<file path="src/rtl/rf_writeback_ctrl.sv">
// Register file write-port arbiter: merges ALU and load writebacks into one
// registered write per cycle, with a load FIFO and a starvation guard for it.
module rf_writeback_ctrl #(
  parameter int XLEN       = 32,
  parameter int DEPTH      = 4,
  parameter int STARVE_MAX = 3
) (
  input  logic                     CLK,
  input  logic                     RST,
  input  logic                     alu_valid,
  output logic                     alu_ready,
  input  logic [4:0]               alu_rd,
  input  logic [XLEN-1:0]          alu_wd,
  input  logic                     ld_valid,
  output logic                     ld_ready,
  input  logic [4:0]               ld_rd,
  input  logic [XLEN-1:0]          ld_wd,
  input  logic [4:0]               q_rs,
  output logic                     q_pend,
  output logic [$clog2(DEPTH):0]   ld_count,
  output logic [4:0]               A3,
  output logic [XLEN-1:0]          WD,
  output logic                     RegWrite
);

  localparam int PW = $clog2(DEPTH);
  localparam int CW = PW + 1;
  localparam int SW = $clog2(STARVE_MAX + 1);

  typedef struct packed {
    logic [4:0]      rd;
    logic [XLEN-1:0] wd;
  } wb_t;

  wb_t           mem_q [DEPTH];
  wb_t           mem_d [DEPTH];
  logic [PW-1:0] wr_ptr_q, wr_ptr_d;
  logic [PW-1:0] rd_ptr_q, rd_ptr_d;
  logic [CW-1:0] count_q, count_d;
  logic [SW-1:0] starve_q, starve_d;
  logic          rw_q, rw_d;
  logic [4:0]    a3_q, a3_d;
  logic [XLEN-1:0] wd_q, wd_d;

  logic fifo_empty, fifo_full, force_pop;
  logic alu_fire, ld_fire, alu_wr, push, pop;
  wb_t  head;

  assign fifo_empty = (count_q == '0);
  assign fifo_full  = (count_q == CW'(DEPTH));
  // Once the head has waited long enough, the ALU is held off for a cycle so the load drains.
  assign force_pop  = !fifo_empty && (starve_q == SW'(STARVE_MAX));

  assign alu_ready = !RST && !force_pop;
  assign ld_ready  = !RST && !fifo_full;

  assign alu_fire = alu_valid && alu_ready;
  assign ld_fire  = ld_valid && ld_ready;
  assign alu_wr   = alu_fire && (alu_rd != 5'd0);
  assign push     = ld_fire && (ld_rd != 5'd0);
  assign pop      = !RST && !alu_wr && !fifo_empty;
  assign head     = mem_q[rd_ptr_q];

  always_comb begin
    rw_d     = 1'b0;
    a3_d     = a3_q;
    wd_d     = wd_q;
    mem_d    = mem_q;
    wr_ptr_d = wr_ptr_q;
    rd_ptr_d = rd_ptr_q;
    starve_d = starve_q;

    if (alu_wr) begin
      rw_d = 1'b1;
      a3_d = alu_rd;
      wd_d = alu_wd;
    end else if (pop) begin
      rw_d = 1'b1;
      a3_d = head.rd;
      wd_d = head.wd;
    end

    if (pop)
      rd_ptr_d = rd_ptr_q + PW'(1);
    if (push) begin
      mem_d[wr_ptr_q] = '{rd: ld_rd, wd: ld_wd};
      wr_ptr_d        = wr_ptr_q + PW'(1);
    end

    count_d = count_q + CW'(push) - CW'(pop);

    if (fifo_empty || pop)
      starve_d = '0;
    else if (starve_q != SW'(STARVE_MAX))
      starve_d = starve_q + SW'(1);
  end

  // Hazard query: live FIFO entries are the count_q slots starting at rd_ptr_q.
  logic          fifo_hit;
  logic [PW-1:0] off;
  always_comb begin
    fifo_hit = 1'b0;
    off      = '0;
    for (int i = 0; i < DEPTH; i++) begin
      off = PW'(i) - rd_ptr_q;
      if (({1'b0, off} < count_q) && (mem_q[i].rd == q_rs))
        fifo_hit = 1'b1;
    end
  end

  assign q_pend = (q_rs != 5'd0) && (fifo_hit || (rw_q && (a3_q == q_rs)));

  always_ff @(posedge CLK) begin
    if (RST) begin
      wr_ptr_q <= '0;
      rd_ptr_q <= '0;
      count_q  <= '0;
      starve_q <= '0;
      rw_q     <= 1'b0;
      a3_q     <= '0;
      wd_q     <= '0;
    end else begin
      wr_ptr_q <= wr_ptr_d;
      rd_ptr_q <= rd_ptr_d;
      count_q  <= count_d;
      starve_q <= starve_d;
      rw_q     <= rw_d;
      a3_q     <= a3_d;
      wd_q     <= wd_d;
    end
  end

  always_ff @(posedge CLK) begin
    mem_q <= mem_d;
  end

  assign ld_count = count_q;
  assign A3       = a3_q;
  assign WD       = wd_q;
  assign RegWrite = rw_q;

endmodule

</file>
<file path="config.mk">
export PLATFORM = sky130hd
export DESIGN_NAME = rf_writeback_ctrl
export DESIGN_NICKNAME = d
export VERILOG_FILES = /design/src/rtl/rf_writeback_ctrl.sv
export SDC_FILE = /design/constraint.sdc
export NUM_CORES = 1
export LEC_CHECK = 0
export CAP_MARGIN = 20
export CORE_MARGIN = 2
export CORE_UTILIZATION = 53
export DETAILED_ROUTE_END_ITERATION = 16
export GPL_TIMING_DRIVEN = 1
export MAX_ROUTING_LAYER = met4
export PLACE_DENSITY = 0.79
export SLEW_MARGIN = 25
export SYNTH_ARGS = -nofsm -noshare
export SYNTH_HDL_FRONTEND = slang
export SYNTH_SLANG_ARGS = --single-unit
</file>
<file path="constraint.sdc">
create_clock -name CLK -period 3.1 [get_ports CLK]
set_clock_uncertainty 0.1 [all_clocks]
set_input_delay 0.31 -clock CLK [delete_from_list [all_inputs] [get_ports CLK]]
set_output_delay 0.31 -clock CLK [all_outputs]
set_load 0.01 [all_outputs]
</file>
### Yosys cells after proc, flatten, opt, wreduce, memory -nomap -nowiden

Index checks and enable logic that the tools add are counted.

* input port bits: 83
* register bits: 195
* output and inout port bits: 44
* logic and storage cells: 86

* $add $sub $neg: 9
* multiplexer cells: 16
* equality and inequality tests: 8
* reduce and logical (&&, ||, !) cells: 29
* $lt $le $gt $ge: 7
* bitwise operators: 2

Operators with widths (number)
* bitwise mux 148 bit: 1
* 2-to-1 mux 37 bit: 3
* binary-select mux 37 bit (select 2 bit): 1
* demux 37 bit (select 2 bit): 1
* 2-to-1 mux 32 bit: 2
* == test 5 bit: 5
* logical AND 1 bit: 16
* nonzero test 5 bit: 3
* < comparator 2 x 3 -> 1 bit: 4
* 2-to-1 mux 5 bit: 2
* adder 2 x 1 -> 2 bit (second input constant): 3
* >= comparator 3 bit (second input constant): 2
* 2-to-1 mux 1 bit: 6
* inverter 2 -> 3 bit: 2
* logical NOT 1 bit: 5
* subtractor 1 x 2 -> 2 bit (first input constant): 2
* subtractor 2 bit (first input constant): 2
* adder 3 x 1 -> 3 bit: 1
* == test 3 bit (second input constant): 1
* logical NOT 3 bit: 1
* < comparator 3 x 1 -> 1 bit (second input constant): 1
* subtractor 3 x 1 -> 3 bit: 1
* == test 2 bit (second input constant): 1
* logical OR 1 bit: 2
* other kinds (3): 3

### Longest topological paths before layout

Gate-level depths: netlist (run 1).

* depth after elaboration: 12
* depth in mapped cells: 14
* mapped depth without buffers: 13

### Worst setup path before layout (run 1)

No wires, ideal clock.

* kind: input to register
* start point: input alu_rd[1]
* end point: register count_q[2] (netlist: ld_count[2])
* buffers on the path: 1
* arrival time: 2566 ps
* stages: 13
* path slack: 303 ps
* cell sequence: or4_1 -> o2111ai_1 -> buf_6 -> nand2_1 -> nor2_1 -> ha_1 -> inv_1 -> ha_1 -> inv_1 -> fa_1 -> xnor2_1 -> xnor2_1 -> nor2_1

* cells in the longest elaborated chain, start to end: 6

RTL lines
* start: declaration: line 12 `input logic [4:0] alu_rd,`
* nonzero test 5 bit: line 59 `assign alu_wr = alu_fire && (alu_rd != 5'd0);`
* logical AND 1 bit: line 59
* logical NOT 1 bit: line 61 `assign pop = !RST && !alu_wr && !fifo_empty;`
* logical AND 1 bit (2 in series): line 61
* named net pop: line 46 `logic alu_fire, ld_fire, alu_wr, push, pop;`
* subtractor 3 x 1 -> 3 bit: line 90 `count_d = count_q + CW'(push) - CW'(pop);`
* end signal: assignment: line 125 `count_q <= count_d;`
* end: declaration: line 39 `logic [CW-1:0] count_q, count_d;`

The timed path passes the listed nets, and every way through them passes these cells.
A chain may end at the register's enable or synchronous reset.

### Final worst setup path (run 1)

* start point: register rd_ptr_q[0]
* end point: output q_pend

* cells in the longest elaborated chain, start to end: 9
* elaborated cells on any way between the ends: 18
* those cells by class: add/sub: 4; order compare: 4; mux: 4; reduce/logical: 6

RTL lines
* start: declaration: line 38 `logic [PW-1:0] rd_ptr_q, rd_ptr_d;`
* start signal: assignment: line 124 `rd_ptr_q <= rd_ptr_d;`
* subtractor 1 x 2 -> 2 bit: line 105 `off = PW'(i) - rd_ptr_q;`
* < comparator 2 x 3 -> 1 bit: line 106 `if (({1'b0, off} < count_q) && (mem_q[i].rd == q_rs))`
* logical AND 1 bit: line 106
* 2-to-1 mux 1 bit (3 in series): line 106
* 2-to-1 mux 1 bit (*): line 106
* logical OR 1 bit (*): line 111 `assign q_pend = (q_rs != 5'd0) && (fifo_hit || (rw_q && (a3_q == q_rs)));`
* logical AND 1 bit (*): line 111
* end: declaration: line 19 `output logic q_pend,`

Mark *: on every way between the ends. The rest lies on a longest branch, timed or not.

==> impl_metrics.py, run 1 <==
metrics = {
    "layout": {
        "fillers": 977,
        "seq_area_um2": 5390,
        "nets": 710,
        "syn_to_final_growth_pct": 26.0,
        "layout-drive-gt1-share": 0.156,
        "multiInputGateArea_um2": 2370,
    },
    "power_and_ir_drop": {
        "cellPowerDensity_nw_per_um2": 758,
        "swShare": 0.270,
        "p_seq_frac": 0.436,
        "leakage_nw": 3.52,
        "p_comb_frac": 0.261,
        "pwr-share-clk": 0.303,
        "power.internal_mw": 5.56,
        "p_total_mw": 7.62,
        "ir_drop_v": 0.000423,
        "power_switching_mw": 2.06,
    },
    "die": {
        "die_area_um2": 16100,
        "die_width_um": 127,
        "die_y_um": 127,
        "start_util": 0.545,
        "io_pins": 127,
        "coreArea_um2": 14600,
        "placementRows": 44,
    },
    "drt": {
        "ant_nets": 0,
        "wl_per_cell_um": 20.2,
        "dr.pass1.iters": 4,
        "via_count": 4625,
        "drc": 0,
        "drtIter0Drc": 339,
        "totalWireLength_um": 16400,
        "vias_per_cell": 5.69,
    },
    "setup_path": {
        "r2r_setup_slack_ns": 0.43,
        "r2r-start": "ld_count[2]$_SDFF_PP0_",
        "arrival_ns": 2.61,
        "critical_path_required_ns": 2.69,
        "worstReg2RegEnd": "ld_count[2]$_SDFF_PP0_",
        "criticalPathCategory": "flop to primary output",
        "critPathCaptureType": "primary output",
        "start_kind": "flop",
        "path_max_fanout": 6,
        "rr_worst_depth": 12,
    },
    "synth": {
        "syn_inst": 487,
        "synthTopCellsByCount": "148 x edfxtp_1, 47 x dfxtp_1, 37 x mux4_2",
        "ys_seq_area_frac": 0.675,
        "synth_top_area_cell": "edfxtp_1",
        "syn_nets": 582,
        "synth_edf_count": 148,
        "synth.distinct_cells": 39,
        "netlist_area_um2": 7980,
        "yosys-top-cells-area": "edfxtp_1 56%, dfxtp_1 12%, mux4_2 10%",
        "ys_seq_elements": 195,
        "synth.top_cell.area_share": 0.557,
        "synth_flop_cell": "edfxtp_1",
        "yosysWarnings": 0,
        "syn_area_per_cell_um2": 16.4,
        "async_flop_share": 0,
        "yosysMostFrequentCell": "edfxtp_1",
    },
    "clock_tree": {
        "cts_buffer_depth": 2,
        "insertion_delay_ns": 0.42,
        "h-tree-depth": 4,
        "cts_tree": "built",
        "clock-sinks": 195,
        "cts_inserted_buffers": 17,
        "cts_setup_buffers": 0,
        "cts_root_buffer": "clkbuf_16",
        "ctsHoldBuffers": 0,
        "clk_pin_slew_ns": 0.07,
        "cts_resized": 1,
    },
    "global_routing": {
        "grt_pass1_vias": 4801,
        "antenna_found_initial": 1,
        "grt_max_degree": 49,
        "grt_pass1_wl_um": 25600,
        "grt_usage": 0.218,
        "grt-ovfl-total": 0,
    },
    "timing": {
        "hold_viol_final": 0,
        "fin_crit_ns": 3.02,
        "finalMaxSlewViolations": 0,
        "maxSlewHeadroom": 0.344,
        "worstMarginPinSlew_ns": 0.984,
        "finalCritPeriodShare": 0.976,
        "rsz0062_at_grt": "false",
        "setup_violations": 0,
        "worst_slack_ns": 0.0757,
        "fmax_mhz": 331,
    },
    "job": {
        "maxCapViolCount": 0,
    },
    "placement": {
        "dp_hpwl_um": 10500,
        "port_buffers": 126,
        "dpl_worst_slack_ns": -0.144,
        "place_congestion": 0.834,
    },
    "run_status": {
        "status": "finished, final reports clean",
    },
    "hold_path": {
        "min_from": "WD[3]$_SDFFE_PP0P_",
        "whs_path_depth": 2,
        "min_path_type": "flop to flop",
        "holdPathEnd": "WD[3]$_SDFFE_PP0P_",
    },
}
## layout by cell type, fill, tap and decap left out, types with 15 or more instances in the layout
cell / Yosys / layout
buf_4: 3 / 15
clkbuf_16: 0 / 17
clkdlybuf4s50_1: 0 / 126
dfxtp_1: 47 / 44
edfxtp_1: 148 / 148
mux2i_1: 32 / 32
mux4_2: 37 / 37
nand3_1: 33 / 33
o21ai_1: 29 / 29
xnor2_1: 19 / 19
## metal layers
metal | vias up | share of wire | routed length, um | global-route usage
met1 | 2329 | 0.41 | 6790 | 0.264
met2 | 136 | 0.52 | 8470 | 0.364
met5 | - | 0 | 0 | -
met3 | 26 | 0.048 | 795 | 0.0477
li1 | 2134 | - | - | -
met4 | 0 | 0.022 | 353 | 0.0808
## worst max-delay path, stage by stage (launching register included)
cell             delay (ns)
dfxtp_4                0.37
xnor2_1                0.21
ha_1                   0.27
a21oi_1                0.20
o2111ai_1              0.13
o31a_1                 0.26
a21oi_1                0.18
clkdlybuf4s50_1        0.56
## per-stage QoR
step	hold slack, ns	TNS, ns	area, um^2	instances	util
after floorplan	0.309	0	7980	487	-
final	0.357	0	10100	813	0.687
after global placement	0.345	-0.00507	9420	780	0.643
after CTS	0.362	0	10000	812	0.686
after detailed placement	0.352	-0.144	9420	780	0.643
after global routing	0.381	0	10100	813	0.687
## registers in the layout (all words and copies together) (netlist names)
signal	count
rd_ptr_q	2
ld_count	3
mem_q	148
starve_q	2
A3	5
WD	32
RegWrite	1
wr_ptr_q	2
## cells by family after synthesis
logic type / count (synthesis) / share of synthesized area
AOI/OAI and AO/OA: 54 / 0.0445
xor gates and xnor gates: 32 / 0.0351
adders and majority gates: 12 / 0.0198
buffers and inverters: 44 / 0.0315
DFF: 195 / 0.675
muxes: 69 / 0.145
and+or+nand+nor: 81 / 0.0496
## power groups by stage
stage / Clock (mW) / Sequential [mW] / Combinational, mW
after floorplan: 0 / 3.41 / 1.11
after global placement: 0 / 3.36 / 1.94
after detailed placement: 0 / 3.38 / 1.99
after CTS: 2.33 / 3.33 / 2.01
after global routing: 2.42 / 3.36 / 2.15
final: 2.31 / 3.32 / 1.99
## worst max path at each step
| stage | start | to | slack [ns] | depth (start not counted) |
|---|---|---|---|---|
| floorplan | alu_rd[1] | ld_count[2]$_SDFF_PP0_ | 0.30 | 13 |
| global placement | alu_rd[1] | ld_count[2]$_SDFF_PP0_ | -0.005 | 13 |
| detailed placement | alu_rd[1] | ld_count[2]$_SDFF_PP0_ | -0.14 | 13 |
| CTS | ld_count[1]$_SDFF_PP0_ | q_pend | 0.08 | 7 |
| global route | rd_ptr_q[0]$_SDFFE_PP0P_ | q_pend | 0.002 | 7 |
| finish | rd_ptr_q[0]$_SDFFE_PP0P_ | q_pend | 0.08 | 7 |
## cell type report
cell class                 count  share of cell area
sequential                   195               0.536
multi-input combinational    248               0.236
timing repair buffer         142               0.139
clock buffer                  19              0.0441
tap                          184              0.0229
clock inverter                13              0.0179
inverter                      11             0.00411
antenna                        1            0.000249
Power figures use the tool's default switching activity.
==> inputs of run 2 (changes only) <==
Settings changed: CORE_UTILIZATION 53 to 55, PLACE_DENSITY 0.79 to 0.82.
Clock period 3.1 ns to 3.5 ns, I/O delays scaled along.
==> run 2 against run 1 <==
  * Critical path depth stayed put
  * Design area is 1.2% lower
  * Utilization is 0.45 points higher
  * Flip-flop and latch count stayed put
  * Critical path type unchanged
==> impl_metrics.py, run 2 (synthesis results as in run 1) <==
metrics = {
    "run_status": {
        "status": "finished, final reports clean",
    },
    "global_routing": {
        "antenna_found_initial": 0,
        "use_met3": 0.0473,
        "use_met1": 0.272,
        "grt_pass1_vias": 4720,
        "use_met2": 0.378,
        "grt_max_degree": 51,
        "busiest_layer": "met2",
        "grt_usage": 0.223,
        "grt-ovfl-total": 0,
        "grt_pass1_wl_um": 25500,
    },
    "setup_path": {
        "start_kind": "flop",
        "critPathCaptureType": "primary output",
        "criticalPathCategory": "flop to primary output",
        "crit_family": "buffers and inverters",
        "arrival_ns": 2.89,
        "crit_chain": "inv_1 -> ha_1 -> nor2b_1 -> a2111oi_0 -> nor3_1 -> a21oi_1 -> clkdlybuf4s50_1",
        "cp_slowest_stage_delay_ns": 0.56,
        "path_max_fanout": 7,
        "cp_slowest_cell": "a2111oi_0",
        "critical_path_required_ns": 3.05,
        "path_buf_inv": 2,
    },
    "drt": {
        "drc": 0,
        "dr.pass1.iters": 6,
        "wl_per_cell_um": 20.3,
        "via_count": 4563,
        "ant_nets": 0,
        "vias_per_cell": 5.68,
        "drtIter0Drc": 337,
        "totalWireLength_um": 16300,
    },
    "layout": {
        "diodes": 0,
        "stdcell_count": 804,
        "layout-drive-gt1-share": 0.144,
        "largest_reg_flops": 148,
        "final_common_cell": "edfxtp_1",
        "fillers": 970,
        "top_register": "mem_q",
        "layout_common_cells": "148 x edfxtp_1, 126 x clkdlybuf4s50_1, 45 x dfxtp_1",
        "nets": 702,
        "syn_to_final_growth_pct": 24.5,
    },
    "die": {
        "io_pins": 127,
        "die_y_um": 124,
        "coreArea_um2": 14400,
        "die_width_um": 124,
        "start_util": 0.555,
        "placementRows": 44,
        "die_area_um2": 15500,
    },
    "clock_tree": {
        "cts_tree": "built",
        "ctsHoldBuffers": 0,
        "clk_pin_slew_ns": 0.07,
        "cts_inserted_buffers": 17,
        "clock-sinks": 195,
        "h-tree-depth": 4,
        "cts_root_buffer": "clkbuf_16",
        "cts_buffer_depth": 2,
        "cts_setup_buffers": 0,
        "insertion_delay_ns": 0.42,
        "cts_resized": 0,
    },
    "power_and_ir_drop": {
        "p_seq_frac": 0.450,
        "power_switching_mw": 1.79,
        "leakage_nw": 3.46,
        "cellPowerDensity_nw_per_um2": 657,
        "p_comb_frac": 0.263,
        "p_total_mw": 6.52,
        "power.internal_mw": 4.73,
        "pwr-share-clk": 0.288,
        "ir_drop_v": 0.000326,
        "swShare": 0.275,
    },
    "placement": {
        "place_congestion": 0.890,
        "dp_hpwl_um": 10300,
        "placed_cells": 772,
        "port_buffers": 126,
    },
    "timing": {
        "finalCritPeriodShare": 0.954,
        "fmax_mhz": 300,
        "fin_crit_ns": 3.34,
        "maxSlewHeadroom": 0.474,
        "rsz0062_at_grt": "false",
        "setup_violations": 0,
        "finalMaxSlewViolations": 0,
        "tns_ns": 0,
        "hold_ws_ns": 0.360,
        "worstMarginPinSlew_ns": 0.788,
        "hold_viol_final": 0,
    },
    "job": {
        "maxCapViolCount": 0,
    },
    "hold_path": {
        "min_path_type": "flop to flop",
    },
}
## run 2: cell type report
type	instances	area, um^2	area share
Tap cell	184	230	0.0232
Multi-Input combinational cell	248	2370	0.239
Clock buffer	17	425	0.0428
Sequential cell	195	5390	0.543
Inverter	11	41.3	0.00416
Clock inverter	15	141	0.0142
Timing Repair Buffer	134	1330	0.134
## run 2: final timing paths
path / slack [ns] / end / start / depth (start not counted)
worst max register to register: 0.78 / ld_count[2]$_SDFF_PP0_ / ld_count[0]$_SDFF_PP0_ / 12
worst min register to register: 0.36 / WD[13]$_SDFFE_PP0P_ / WD[13]$_SDFFE_PP0P_ / 2
worst max-delay path: 0.16 / q_pend / ld_count[1]$_SDFF_PP0_ / 7
worst min-delay path: 0.36 / WD[13]$_SDFFE_PP0P_ / WD[13]$_SDFFE_PP0P_ / 2
## run 2: routing by layer
metal  up-vias  wire [um]  share of wire
met1      2313       6850           0.42
met2       118       8560           0.53
li1       2117          -              -
met4         0        199          0.012
met5         -          0              0
met3        15        685          0.042
## run 2: power by group through the flow
stage                     Clock, mW  Sequential (mW)  Combinational [mW]
after floorplan                   0             3.02               0.981
after global placement            0             2.96                1.68
after detailed placement          0             2.98                1.73
after CTS                      1.91             2.94                1.74
after global routing           1.99             2.96                1.86
final                          1.88             2.93                1.71
## run 2: worst reg2reg max path, stage by stage, from the launching register on
cell and delay, ns:
dfxtp_1 0.51, nor2_1 0.08, a21oi_1 0.22, o211a_1 0.34, inv_1 0.08, ha_1 0.29, inv_1 0.05, ha_1 0.13
inv_1 0.05, fa_1 0.37, xnor2_1 0.20, xnor2_1 0.14, nor2_1 0.05
## run 2: through the flow
stage	cell area, um^2	util	worst slack, ns
after floorplan	7980	-	0.663
after global placement	9360	0.651	0.302
after detailed placement	9360	0.651	0.186
after CTS	9930	0.691	0.210
after global routing	9930	0.691	0.0843
final	9930	0.691	0.162
==> inputs of run 3 (changes only) <==
Settings changed: CTS_CLUSTER_DIAMETER set to 150, TNS_END_PERCENT set to 50.
==> results of run 3 <==
The final DEF is identical to that of run 2; final timing and power are the same.
